<file path="config.mk">
export PLATFORM = sky130hd
export DESIGN_NAME = pwm_multi_gen
export DESIGN_NICKNAME = d
export VERILOG_FILES = /design/src/rtl/pwm_multi_gen.sv
export SDC_FILE = /design/constraint.sdc
export NUM_CORES = 1
export LEC_CHECK = 0
export BUFFER_PORTS_ARGS = -buffer_cell sky130_fd_sc_hd__buf_2
export CORE_MARGIN = 5
export CORE_UTILIZATION = 60
export CTS_CLUSTER_DIAMETER = 50
export DETAILED_ROUTE_END_ITERATION = 10
export PLACE_DENSITY = 0.82
export SYNTH_ARGS = -nofsm -noshare
export SYNTH_HDL_FRONTEND = slang
export SYNTH_SLANG_ARGS = --single-unit
</file>
<file path="constraint.sdc">
create_clock -name clk -period 7.1 [get_ports clk]
set_input_delay 0.355 -clock clk [delete_from_list [all_inputs] [get_ports clk]]
set_output_delay 0.355 -clock clk [all_outputs]
set_load 0.005 [all_outputs]
</file>
<file path="src/rtl/pwm_multi_gen.sv">
// pwm_multi_gen
//
// Multi-channel PWM generator. Each channel's duty is stepped up or down by
// active-low pushbuttons. Buttons are synchronised and debounced, duty
// arithmetic saturates at 0 and PERIOD, and the active duty used for the
// comparison is only reloaded at a period start, so a duty change never
// produces a glitch mid-period.
//
// Ports:
//   clk       system clock, rising edge
//   reset     asynchronous reset, active-low
//   inc_n     per-channel increment buttons, active-low, asynchronous
//   dec_n     per-channel decrement buttons, active-low, asynchronous
//   pwm       registered PWM outputs
//   cnt       shared period counter
//   wrap      one-clock pulse in the first cycle of each period (cnt==0)
//   duty_dbg  active duty values, channel 0 in the LSBs
//
// Build option:
//   PWM_CENTER_ALIGN_EN  when defined, the counter runs up then down
//                        (center-aligned PWM); otherwise edge-aligned only.

module pwm_multi_gen #(
  parameter int CH        = 4,
  parameter int CW        = 8,
  parameter int PERIOD    = 50,
  parameter int STEP      = 5,
  parameter int DB_CYCLES = 4
) (
  input  logic             clk,
  input  logic             reset,
  input  logic [CH-1:0]    inc_n,
  input  logic [CH-1:0]    dec_n,
  output logic [CH-1:0]    pwm,
  output logic [CW-1:0]    cnt,
  output logic             wrap,
  output logic [CH*CW-1:0] duty_dbg
);

  localparam int NB  = 2 * CH;
  localparam int DBW = $clog2(DB_CYCLES + 1);

  localparam logic [CW-1:0]  P_VAL   = CW'(PERIOD);
  localparam logic [CW-1:0]  P_LAST  = CW'(PERIOD - 1);
  localparam logic [CW-1:0]  STEP_V  = CW'(STEP);
  localparam logic [CW-1:0]  INC_LIM = CW'(PERIOD - STEP);
  localparam logic [DBW-1:0] DB_LAST = DBW'(DB_CYCLES - 1);

  // Buttons are handled as one vector: increments in the low half,
  // decrements in the high half.
  logic [NB-1:0]          btn_raw;
  logic [NB-1:0]          sync1;
  logic [NB-1:0]          sync2;
  logic [NB-1:0]          stable;
  logic [NB-1:0]          press;
  logic [NB-1:0][DBW-1:0] db_cnt;

  logic [CH-1:0][CW-1:0]  shadow;
  logic [CH-1:0][CW-1:0]  active;
  logic [CH-1:0][CW-1:0]  active_next;
  logic [CH-1:0]          pwm_next;
  logic [CW-1:0]          cnt_next;
  logic                   load;

  assign btn_raw  = {dec_n, inc_n};
  assign duty_dbg = active;

  // Two-flop synchroniser; resets to the released (high) level.
  always_ff @(posedge clk or negedge reset) begin
    if (!reset) begin
      sync1 <= '1;
      sync2 <= '1;
    end else begin
      sync1 <= btn_raw;
      sync2 <= sync1;
    end
  end

  // Per-input debounce. The counter runs while the synced level differs
  // from the stable level; after DB_CYCLES consecutive differing clocks the
  // stable level follows. A falling stable level raises a one-clock press
  // pulse that the duty arithmetic consumes on the following edge.
  always_ff @(posedge clk or negedge reset) begin
    if (!reset) begin
      stable <= '1;
      press  <= '0;
      db_cnt <= '0;
    end else begin
      for (int i = 0; i < NB; i++) begin
        press[i] <= 1'b0;
        if (sync2[i] == stable[i]) begin
          db_cnt[i] <= '0;
        end else if (db_cnt[i] == DB_LAST) begin
          stable[i] <= sync2[i];
          db_cnt[i] <= '0;
          press[i]  <= ~sync2[i];
        end else begin
          db_cnt[i] <= db_cnt[i] + DBW'(1);
        end
      end
    end
  end

  // Saturating shadow duty. Limits are tested before adding/subtracting so
  // the value never overflows CW bits or underflows below zero. A press on
  // both buttons of a channel in the same clock cancels out.
  always_ff @(posedge clk or negedge reset) begin
    if (!reset) begin
      shadow <= '0;
    end else begin
      for (int i = 0; i < CH; i++) begin
        if (press[i] && !press[CH+i]) begin
          shadow[i] <= (shadow[i] > INC_LIM) ? P_VAL : shadow[i] + STEP_V;
        end else if (press[CH+i] && !press[i]) begin
          shadow[i] <= (shadow[i] < STEP_V) ? '0 : shadow[i] - STEP_V;
        end
      end
    end
  end

`ifdef PWM_CENTER_ALIGN_EN
  typedef enum logic {DIR_DOWN = 1'b0, DIR_UP = 1'b1} dir_t;

  dir_t dir;
  dir_t dir_next;

  // Up 0..PERIOD-1, then down PERIOD-2..1; reaching 0 always turns the
  // direction back to up, so a period start is simply cnt_next==0.
  always_comb begin
    cnt_next = cnt;
    dir_next = dir;
    if (dir == DIR_UP) begin
      if (cnt == P_LAST) begin
        cnt_next = P_LAST - CW'(1);
      end else begin
        cnt_next = cnt + CW'(1);
      end
    end else begin
      cnt_next = cnt - CW'(1);
    end
    if (cnt_next == '0) begin
      dir_next = DIR_UP;
    end else if (dir == DIR_UP && cnt == P_LAST) begin
      dir_next = DIR_DOWN;
    end
  end

  always_ff @(posedge clk or negedge reset) begin
    if (!reset) begin
      dir <= DIR_UP;
    end else begin
      dir <= dir_next;
    end
  end
`else
  // Edge-aligned counter: 0..PERIOD-1 then back to 0.
  always_comb begin
    cnt_next = (cnt == P_LAST) ? '0 : cnt + CW'(1);
  end
`endif

  // Outputs are computed from the next counter value and next active duty
  // so the registered pwm/wrap line up with cnt without a cycle of skew.
  // In center mode the high window sits around the turning point
  // (cnt >= PERIOD-duty), which keeps it symmetric about cnt=PERIOD-1.
  always_comb begin
    load        = (cnt_next == '0);
    active_next = active;
    pwm_next    = '0;
    for (int i = 0; i < CH; i++) begin
      if (load) begin
        active_next[i] = shadow[i];
      end
`ifdef PWM_CENTER_ALIGN_EN
      pwm_next[i] = (cnt_next >= (P_VAL - active_next[i]));
`else
      pwm_next[i] = (cnt_next < active_next[i]);
`endif
    end
  end

  // Counter, active duty and output registers.
  always_ff @(posedge clk or negedge reset) begin
    if (!reset) begin
      cnt    <= '0;
      wrap   <= 1'b0;
      active <= '0;
      pwm    <= '0;
    end else begin
      cnt    <= cnt_next;
      wrap   <= load;
      active <= active_next;
      pwm    <= pwm_next;
    end
  end

endmodule

</file>
==> results.json, run 1 <==
{
  "clk_latency_ns": 0.41,
  "period_share": 0.522,
  "synth_cells": 654,
  "synth_top_flop_cell": "dfrtp_1",
  "synth_xor_area_frac": 0.0205,
  "cp.arrival_ns": 4.02,
  "yosysTopAreaCell": "dfrtp_1",
  "routedWlPerCell_microns": 16.3,
  "place_ws_ns": 3.49,
  "rsz0062_at_grt": "false",
  "synth_edf_count": 0,
  "portBuffers": 54,
  "cap_violations": 0,
  "min_period_ns": 3.71,
  "met3WireLength_microns": 940,
  "vias_per_cell": 5.94,
  "synthTopCellsByArea": "dfrtp_1 40%, ha_1 9.9%, dfstp_2 9.2%, o21ai_0 3.9%, mux2i_1 3.5%",
  "outcome": "complete, but fails checks",
  "ant_nets": 0,
  "start_util": 0.605,
  "setup.worst_path.end_class": "flip-flop",
  "num_io_pins": 55,
  "p_leak_nw": 3.90,
  "track_usage": 0.222,
  "grt_overflow": 0,
  "ctsLongestPathBuffers": 2,
  "layout_setup_ws_ns": 3.39,
  "hold_viol": 6,
  "netlist_area_sq_mm": 0.00682,
  "synthAdderAreaFrac": 0.0990,
  "path_max_fanout": 41,
  "async_flop_share": 1.00,
  "ys_seq_elements": 133,
  "final_common_cell": "dfrtp_1",
  "wl_met2_microns": 6810,
  "die_area_sq_mm": 0.0136,
  "cts_tree": "yes",
  "worstSetupPathType": "flip-flop to flip-flop",
  "nNetsFinal": 771,
  "clk_pin_slew_worst_paths_ns": 0.06,
  "drt_iter0_markers": 316,
  "antenna_found_initial": 0,
  "cts-resized-gates": 0,
  "yosysWarnings": 0,
  "grt_max_degree": 79,
  "hold_path.class": "primary input to asynchronous set/reset pin",
  "r2r_slack_ns": 3.39,
  "cts_buffers": 17,
  "grt_pass1_wl_microns": 24000,
  "worst_pin_slew_ns": 0.944,
  "syn2layout_area_growth_pct": 13.5,
  "drc": 0,
  "setup_tns_ns": 0,
  "peakVddDrop_mv": 0.141,
  "cts_sinks": 133,
  "seq_area_frac_synth": 0.492,
  "crit_path_start_kind": "flip-flop",
  "gp_congestion": 0.873,
  "firstDrtPassIters": 5,
  "vias": 5128,
  "drive_above_1_share": 0.197,
  "setup_viol": 0,
  "drt-total-wl_microns": 14000,
  "cts_root_buffer": "clkbuf_16",
  "postSynthAreaPerCell_sq_um": 10.4,
  "die_w_microns": 117,
  "wl_met1_microns": 5910,
  "num_rows": 39,
  "syn-num-nets": 718,
  "grt_pass1_vias": 5222,
  "synth_top_cell_area_share": 0.400,
  "fmax_ghz": 0.270,
  "slew_viol_final": 0,
  "cts_setup_buffers": 0,
  "synth.mux.area_fraction": 0.0517,
  "critPathRequiredTime_ns": 7.41,
  "final_cell_mix": "109 x dfrtp_1, 54 x ha_1, 53 x o21ai_0, 53 x buf_2, 43 x a21oi_1",
  "n_antenna_cell": 0,
  "highest-signal-layer": "met4",
  "synth_compound_area_frac": 0.150,
  "crit_chain": "ha_1 > and3_1 > and3_1 > and4b_1 > o22ai_4 > buf_4 > inv_2 > a21boi_0 > ha_1 > a21oi_1 > o21ai_0 > o211a_1 > a211oi_1",
  "synth_top_family_by_area": "compound AO/OA/AOI/OAI gates",
  "p_per_area_mw_per_mm2": 257,
  "finClkSkew_ns": 0.00879,
  "htree_levels": 4,
  "place_hpwl_microns": 9580,
  "slowest_delay_ns": 0.51,
  "die-height_microns": 117,
  "hold_buffers": 0,
  "slew_headroom": 0.371,
  "yosys.area_share.simple": 0.146,
  "core_area_sq_mm": 0.0113,
  "critPathSlowestCell": "dfrtp_1",
  "ys_types": 51,
  "hold_ws_ns": -0.00564,
  "violations": "negative hold slack"
}
## flip-flops by register name (all words and copies together) (netlist names)
| register | count |
|---|---|
| cnt | 8 |
| db_cnt | 24 |
| duty_dbg | 32 |
| press | 8 |
| pwm | 4 |
| shadow | 32 |
| stable | 8 |
| sync1 | 8 |
| sync2 | 8 |
| wrap | 1 |
## worst max-delay path: cells and delay by family (launching register included)
family | cells | cell delay (ns)
AO/OA/AOI/OAI | 6 | 1.11
buffers and inverters | 2 | 0.73
AND/OR/NAND/NOR | 3 | 0.66
adder cells (fa/ha/maj) | 2 | 0.58
flip-flops | 1 | 0.51
## Yosys cell counts (all sizes together), types with 5 or more instances
cell type / count
dfrtp: 109
ha: 54
o21ai: 54
inv: 49
a21oi: 43
nand2: 39
nor2: 37
dfstp: 24
mux2i: 24
nor3: 23
nor2b: 20
clkbuf: 17
xnor2: 15
o22ai: 13
a21boi: 12
nand3: 12
nor3b: 12
mux2: 10
and3b: 9
a221oi: 8
a211oi: 6
a21o: 6
and3: 6
nor4: 6
or3: 6
buf: 5
o211ai: 5
## power breakdown
| part | switching [mW] | internal (mW) | total, mW | leakage (nW) |
|---|---|---|---|---|
| Clock | 0.313 | 0.495 | 0.808 | 0.265 |
| Combinational | 0.142 | 0.127 | 0.270 | 1.89 |
| Sequential | 0.0549 | 0.857 | 0.912 | 1.74 |
| Total | 0.510 | 1.48 | 1.99 | 3.90 |
## metal layers
metal	global-route usage	up-vias
li1	-	2447
met1	0.276	2483
met2	0.365	164
met3	0.0642	34
met4	0.0948	0
met5	0	-
## per-stage QoR
step | instances | utilization | total power [mW] | area [sq um] | hold WS (ns)
floorplan | 654 | - | 1.11 | 6820 | 0.0594
global placement | 831 | 0.639 | 1.16 | 7200 | 0.346
global route | 863 | 0.687 | 2.09 | 7750 | 0.0226
detailed placement | 831 | 0.639 | 1.19 | 7200 | 0.348
CTS | 863 | 0.687 | 2.01 | 7750 | 0.0129
finish | 863 | 0.687 | 1.99 | 7750 | -0.00564
## layout make-up
cell class | count | area [sq um]
fillers | 806 | 3530
multi-input cells | 450 | 3190
inverters | 49 | 184
clock inverters | 10 | 82.6
clock buffers | 22 | 464
well taps | 143 | 179
flip-flops and latches | 133 | 3360
repair buffers | 56 | 288
## path summary, 6_finish.rpt
kind	start	end	cells past startpoint
worst max-delay path	cnt[0]	pwm[0]	13
worst min-delay path	reset	shadow[18]	1
worst max register to register	cnt[0]	pwm[0]	13
worst min register to register	sync1[1]	sync2[1]	0
max in group asynchronous	reset	db_cnt[12]	2
min in group clk	inc_n[2]	sync1[2]	1
## cells by family after synthesis
family | after synthesis
buffers and inverters | 71
xor gates and xnor gates | 16
adders and majority gates | 54
DFF | 133
and+or+nand+nor | 181
muxes | 34
AOI/OAI and AO/OA | 165
Power figures use the tool's default switching activity.
==> run 2, diff against run 1 <==
ABC_AREA = 1   (was unset)
CORE_UTILIZATION = 55   (was 60)
PLACE_DENSITY = 0.79   (was 0.82)
clock period = 3.16 ns   (was 7.1 ns; I/O delays follow)
==> results.json, run 2 <==
{
  "cts_root_buffer": "clkbuf_16",
  "min_period_ns": 2.83,
  "num_io_pins": 55,
  "rsz0062_at_grt": "false",
  "async_flop_share": 1.00,
  "antenna_found_initial": 0,
  "vias_per_cell": 5.04,
  "synthTopCellsByArea": "dfrtp_1 38%, ha_1 9.5%, dfstp_2 8.9%, inv_1 5.5%, nand2_1 5.5%",
  "synth_top_flop_cell": "dfrtp_1",
  "stdcell_area_sq_mm": 0.00819,
  "critPathSlowestCell": "dfrtp_1",
  "clk_pin_slew_worst_paths_ns": 0.06,
  "die_w_microns": 124,
  "grt_overflow": 0,
  "seq_area_frac_synth": 0.474,
  "syn-num-nets": 842,
  "cts_buffers": 17,
  "final_util": 0.649,
  "slew_viol_final": 0,
  "fmax_ghz": 0.354,
  "num_rows": 41,
  "ys_seq_elements": 133,
  "gp_congestion": 0.947,
  "n_antenna_cell": 0,
  "core_area_sq_mm": 0.0126,
  "firstDrtPassIters": 5,
  "power.share.clock": 0.276,
  "placed_cell_area_sq_mm": 0.00752,
  "nNetsFinal": 921,
  "die-height_microns": 124,
  "setup_tns_ns": 0,
  "start_util": 0.562,
  "cp.arrival_ns": 3.17,
  "switching_power_mw": 2.61,
  "setup_viol": 0,
  "synth_cells": 778,
  "clk_latency_ns": 0.42,
  "comb_power_share": 0.376,
  "drt_iter0_markers": 387,
  "synth_edf_count": 0,
  "final_common_cell": "dfrtp_1",
  "crit_path_start_kind": "flip-flop",
  "grt_pass1_wl_microns": 23300,
  "finClkSkew_ns": 0.00973,
  "ys_types": 34,
  "hold_path.class": "flip-flop to flip-flop",
  "yosysTopAreaCell": "dfrtp_1",
  "peakVddDrop_mv": 0.550,
  "post-place-cells": 1001,
  "grt_max_degree": 115,
  "routedWlPerCell_microns": 13.6,
  "yosysWarnings": 0,
  "swShare": 0.381,
  "ctsLongestPathBuffers": 2,
  "drive_above_1_share": 0.230,
  "hold_viol": 0,
  "synth.top_cells.by_count": "109 x dfrtp_1, 104 x inv_1, 103 x nand2_1, 63 x nor2_1, 54 x ha_1",
  "yosysMostFrequentCell": "dfrtp_1",
  "crit_chain": "ha_1 > nand2_1 > nor2_1 > nand2_1 > nand3_1 > inv_1 > nor2_2 > nand3_4 > inv_6 > buf_4 > nand2_2 > o21ai_2 > ha_1 > a21oi_1 > nand2_1 > a21oi_1",
  "layoutNonFillerInstCount": 1042,
  "period_share": 0.894,
  "grt_pass1_vias": 4923,
  "path_max_fanout": 31,
  "worst_pin_slew_ns": 1.02,
  "ant_nets": 0,
  "slowest_delay_ns": 0.46,
  "slew_headroom": 0.318,
  "die_area_sq_mm": 0.0153,
  "p_seq_frac": 0.349,
  "vias": 5254,
  "track_usage": 0.199,
  "synth_top_cell_area_share": 0.385,
  "cts_sinks": 133,
  "portBuffers": 54,
  "place_hpwl_microns": 10200,
  "syn2layout_area_growth_pct": 15.5,
  "outcome": "complete, no violations",
  "crit_top_cell": "nand2_1",
  "r2r_slack_ns": 0.33,
  "p_leak_nw": 4.29,
  "finalPower_mw": 6.85,
  "final.fill_count": 1030,
  "setup.worst_path.end_class": "flip-flop",
  "htree_levels": 4,
  "p_per_area_mw_per_mm2": 836,
  "drt-total-wl_microns": 14100,
  "cts_tree": "yes",
  "cap_violations": 0,
  "critPathRequiredTime_ns": 3.50,
  "netlist_area_sq_mm": 0.00709,
  "final_cell_mix": "109 x dfrtp_1, 104 x inv_1, 103 x nand2_1",
  "intPower_mw": 4.24,
  "worstSetupPathType": "flip-flop to flip-flop",
  "postSynthAreaPerCell_sq_um": 9.11,
  "drc": 0
}
[run 2: cell types whose count changed in the layout (fill, tap and decap cells not counted), sizes merged, moves of 9 or more]
cell	before	now
a21boi	12	0
a31oi	0	12
and3b	9	0
dlygate4sd3	0	9
inv	49	138
mux2	10	0
mux2i	24	0
nand2	39	124
nand3	12	28
nor2	37	66
nor2b	20	0
o21ai	54	79
o22ai	13	0
xor2	1	28
[run 2: power by group through the flow]
stage / registers [mW] / clock network, mW / logic (mW)
final: 2.39 / 1.89 / 2.57
after global routing: 2.44 / 1.99 / 2.97
after CTS: 2.38 / 1.92 / 2.57
after detailed placement: 2.40 / 0 / 2.54
after global placement: 2.40 / 0 / 2.48
after floorplan: 2.34 / 0 / 2.08
[run 2: path summary, 6_finish.rpt]
check,start,to,depth (start not counted)
max in group asynchronous,reset,sync2[1],3
hold reg to reg,sync1[2],sync2[2],0
setup / recovery,cnt[0],pwm[1],16
setup reg to reg,cnt[0],pwm[1],16
hold / removal,sync1[2],sync2[2],0
min in group asynchronous,reset,shadow[19],2
[run 2: layer usage]
metal,track usage,up-vias,share of wire
met5,0,-,0
met4,0.0727,0,0.020
met3,0.0640,23,0.057
met2,0.302,132,0.45
met1,0.268,2412,0.47
li1,-,2687,-
[run 2: cell type report]
cell class,instances,area (sq um),area share
sequential,133,3360,0.410
multi-input combinational,501,3110,0.380
timing repair buffer,71,427,0.0521
clock buffer,19,453,0.0553
tap,172,215,0.0263
clock inverter,13,120,0.0147
inverter,133,504,0.0616
[run 2: cells by family after synthesis]
logic type,after synthesis,synth area share
compound gates,151,0.132
xor+xnor,40,0.0494
fa+ha+maj,54,0.0953
buf+inv,144,0.0875
flops,133,0.474
simple gates,256,0.162
[run 2: timing repair]
item / CTS / global route
resized for setup: 0 / 1
setup endpoints to repair: 0 / 1
hold endpoints to repair: 102 / 0
setup buffers: 0 / 0
hold buffers: 9 / 0
[run 2: through the flow]
step	setup slack, ns	hold WS, ns
after floorplan	0.684	-0.138
after global placement	0.397	0.263
after detailed placement	0.269	0.264
after CTS	0.253	0.355
after global routing	0.00704	0.359
final	0.334	0.354
[run 2: critical path: cells and delay by family, from the launching register on]
| family | cells | cell delay, ns |
|---|---|---|
| flip-flops | 1 | 0.46 |
| AND/OR/NAND/NOR | 8 | 0.77 |
| buffers and inverters | 3 | 0.67 |
| adder cells (fa/ha/maj) | 2 | 0.47 |
| AO/OA/AOI/OAI | 3 | 0.36 |
==> run 3, diff against run 2 <==
PLACE_DENSITY = 0.77   (was 0.79)
==> results.json, run 3 (same netlist as run 2, synthesis figures left out) <==
{
  "slew_viol_final": 0,
  "setup.worst_path.end_class": "flip-flop",
  "hold_viol": 0,
  "htree_levels": 4,
  "syn2layout_area_growth_pct": 16.4,
  "final_common_cell": "dfrtp_1",
  "vias_per_cell": 5.14,
  "ant_nets": 0,
  "antenna_found_initial": 0,
  "num_rows": 41,
  "drt_iter0_markers": 399,
  "setup_tns_ns": 0,
  "cp.arrival_ns": 3.17,
  "placed_cell_area_sq_mm": 0.00753,
  "p_per_area_mw_per_mm2": 857,
  "p_leak_nw": 4.32,
  "ctsLongestPathBuffers": 2,
  "vias": 5355,
  "gp_congestion": 0.934,
  "finClkSkew_ns": 0.00686,
  "slew_headroom": 0.522,
  "cts_tree": "yes",
  "min_period_ns": 2.83,
  "grt_max_degree": 81,
  "clk_pin_slew_worst_paths_ns": 0.06,
  "worst_pin_slew_ns": 0.717,
  "switching_power_mw": 2.63,
  "routedWlPerCell_microns": 14.2,
  "firstDrtPassIters": 5,
  "drive_above_1_share": 0.229,
  "die_w_microns": 124,
  "hold_path.class": "flip-flop to flip-flop",
  "n_antenna_cell": 0,
  "cts_root_buffer": "clkbuf_16",
  "cts_setup_buffers": 0,
  "core_area_sq_mm": 0.0126,
  "p_seq_frac": 0.338,
  "grt_pass1_vias": 5325,
  "rsz0062_at_grt": "false",
  "layoutNonFillerInstCount": 1041,
  "stdcell_area_sq_mm": 0.00825,
  "outcome": "complete, no violations",
  "crit_path_start_kind": "flip-flop",
  "drt-total-wl_microns": 14800,
  "final_util": 0.654,
  "worstSetupPathType": "flip-flop to flip-flop",
  "drc": 0,
  "peakVddDrop_mv": 0.660,
  "die-height_microns": 124,
  "cts_buffers": 17,
  "start_util": 0.562,
  "power.share.clock": 0.291,
  "setup_viol": 0,
  "swShare": 0.372,
  "die_area_sq_mm": 0.0153,
  "fmax_ghz": 0.354,
  "critPathRequiredTime_ns": 3.50,
  "clk_latency_ns": 0.42,
  "portBuffers": 54,
  "post-place-cells": 1000,
  "cts_sinks": 133,
  "intPower_mw": 4.44,
  "track_usage": 0.217,
  "grt_pass1_wl_microns": 25500,
  "nNetsFinal": 920,
  "period_share": 0.894,
  "path_max_fanout": 26,
  "final.fill_count": 1072,
  "final_cell_mix": "108 x dfrtp_1, 104 x inv_1, 103 x nand2_1",
  "num_io_pins": 55,
  "place_hpwl_microns": 10500,
  "grt_overflow": 0,
  "cap_violations": 0,
  "comb_power_share": 0.371
}
## run 3: timing repair
| item | in CTS | in global routing |
|---|---|---|
| gates resized for setup | 0 | 2 |
| endpoints found under the hold margin | 70 | 0 |
| hold buffers | 9 | 0 |
| setup endpoints to repair | 0 | 1 |
## run 3: metal layers
layer / global-route usage / wire length [microns]
met1: 0.285 / 6640
met2: 0.349 / 7200
met3: 0.0576 / 689
met4: 0.0775 / 255
met5: 0 / 0
## run 3: per-stage QoR
step	setup slack, ns	total power, mW	hold slack, ns
after floorplan	0.684	4.42	-0.138
after global placement	0.502	4.88	0.253
after detailed placement	0.301	4.96	0.254
after CTS	0.271	7.11	0.355
after global routing	0.0299	7.65	0.359
final	0.334	7.07	0.353
## run 3: path summary, 6_finish.rpt
check / start / to / slack, ns / cells after the start
setup / recovery: cnt[0] / pwm[3] / 0.33 / 16
hold / removal: sync1[3] / sync2[3] / 0.35 / 0
setup reg to reg: cnt[0] / pwm[3] / 0.33 / 16
hold reg to reg: sync1[3] / sync2[3] / 0.35 / 0
max in group asynchronous: reset / sync1[1] / 2.00 / 3
min in group asynchronous: reset / db_cnt[11] / 0.36 / 2
## run 3: final cells by class
class | count | area, sq um | area share
Inverter | 133 | 504 | 0.0611
Sequential cell | 133 | 3360 | 0.407
Multi-Input combinational cell | 501 | 3110 | 0.377
Clock inverter | 10 | 144 | 0.0174
Timing Repair Buffer | 70 | 432 | 0.0523
Clock buffer | 22 | 484 | 0.0587
Tap cell | 172 | 215 | 0.0261
## run 3: power by group through the flow
stage / sequential, mW / clock (mW) / combinational, mW
floorplan: 2.34 / 0 / 2.08
global placement: 2.40 / 0 / 2.49
detailed placement: 2.40 / 0 / 2.56
CTS: 2.39 / 2.09 / 2.63
global route: 2.44 / 2.17 / 3.03
finish: 2.39 / 2.06 / 2.63
## run 3: worst max-delay path: stages, from the launching register on
cell and delay [ns]:
dfrtp_2 0.45, ha_1 0.25, nand3_1 0.13, nand2_1 0.06, nand3_1 0.09, inv_1 0.14
nor2_2 0.19, nand3_4 0.12, inv_6 0.18, buf_12 0.22, nand2_2 0.07, o21ai_2 0.07
inv_2 0.05, ha_1 0.31, a21oi_1 0.16, o21ai_0 0.11, a21oi_1 0.14
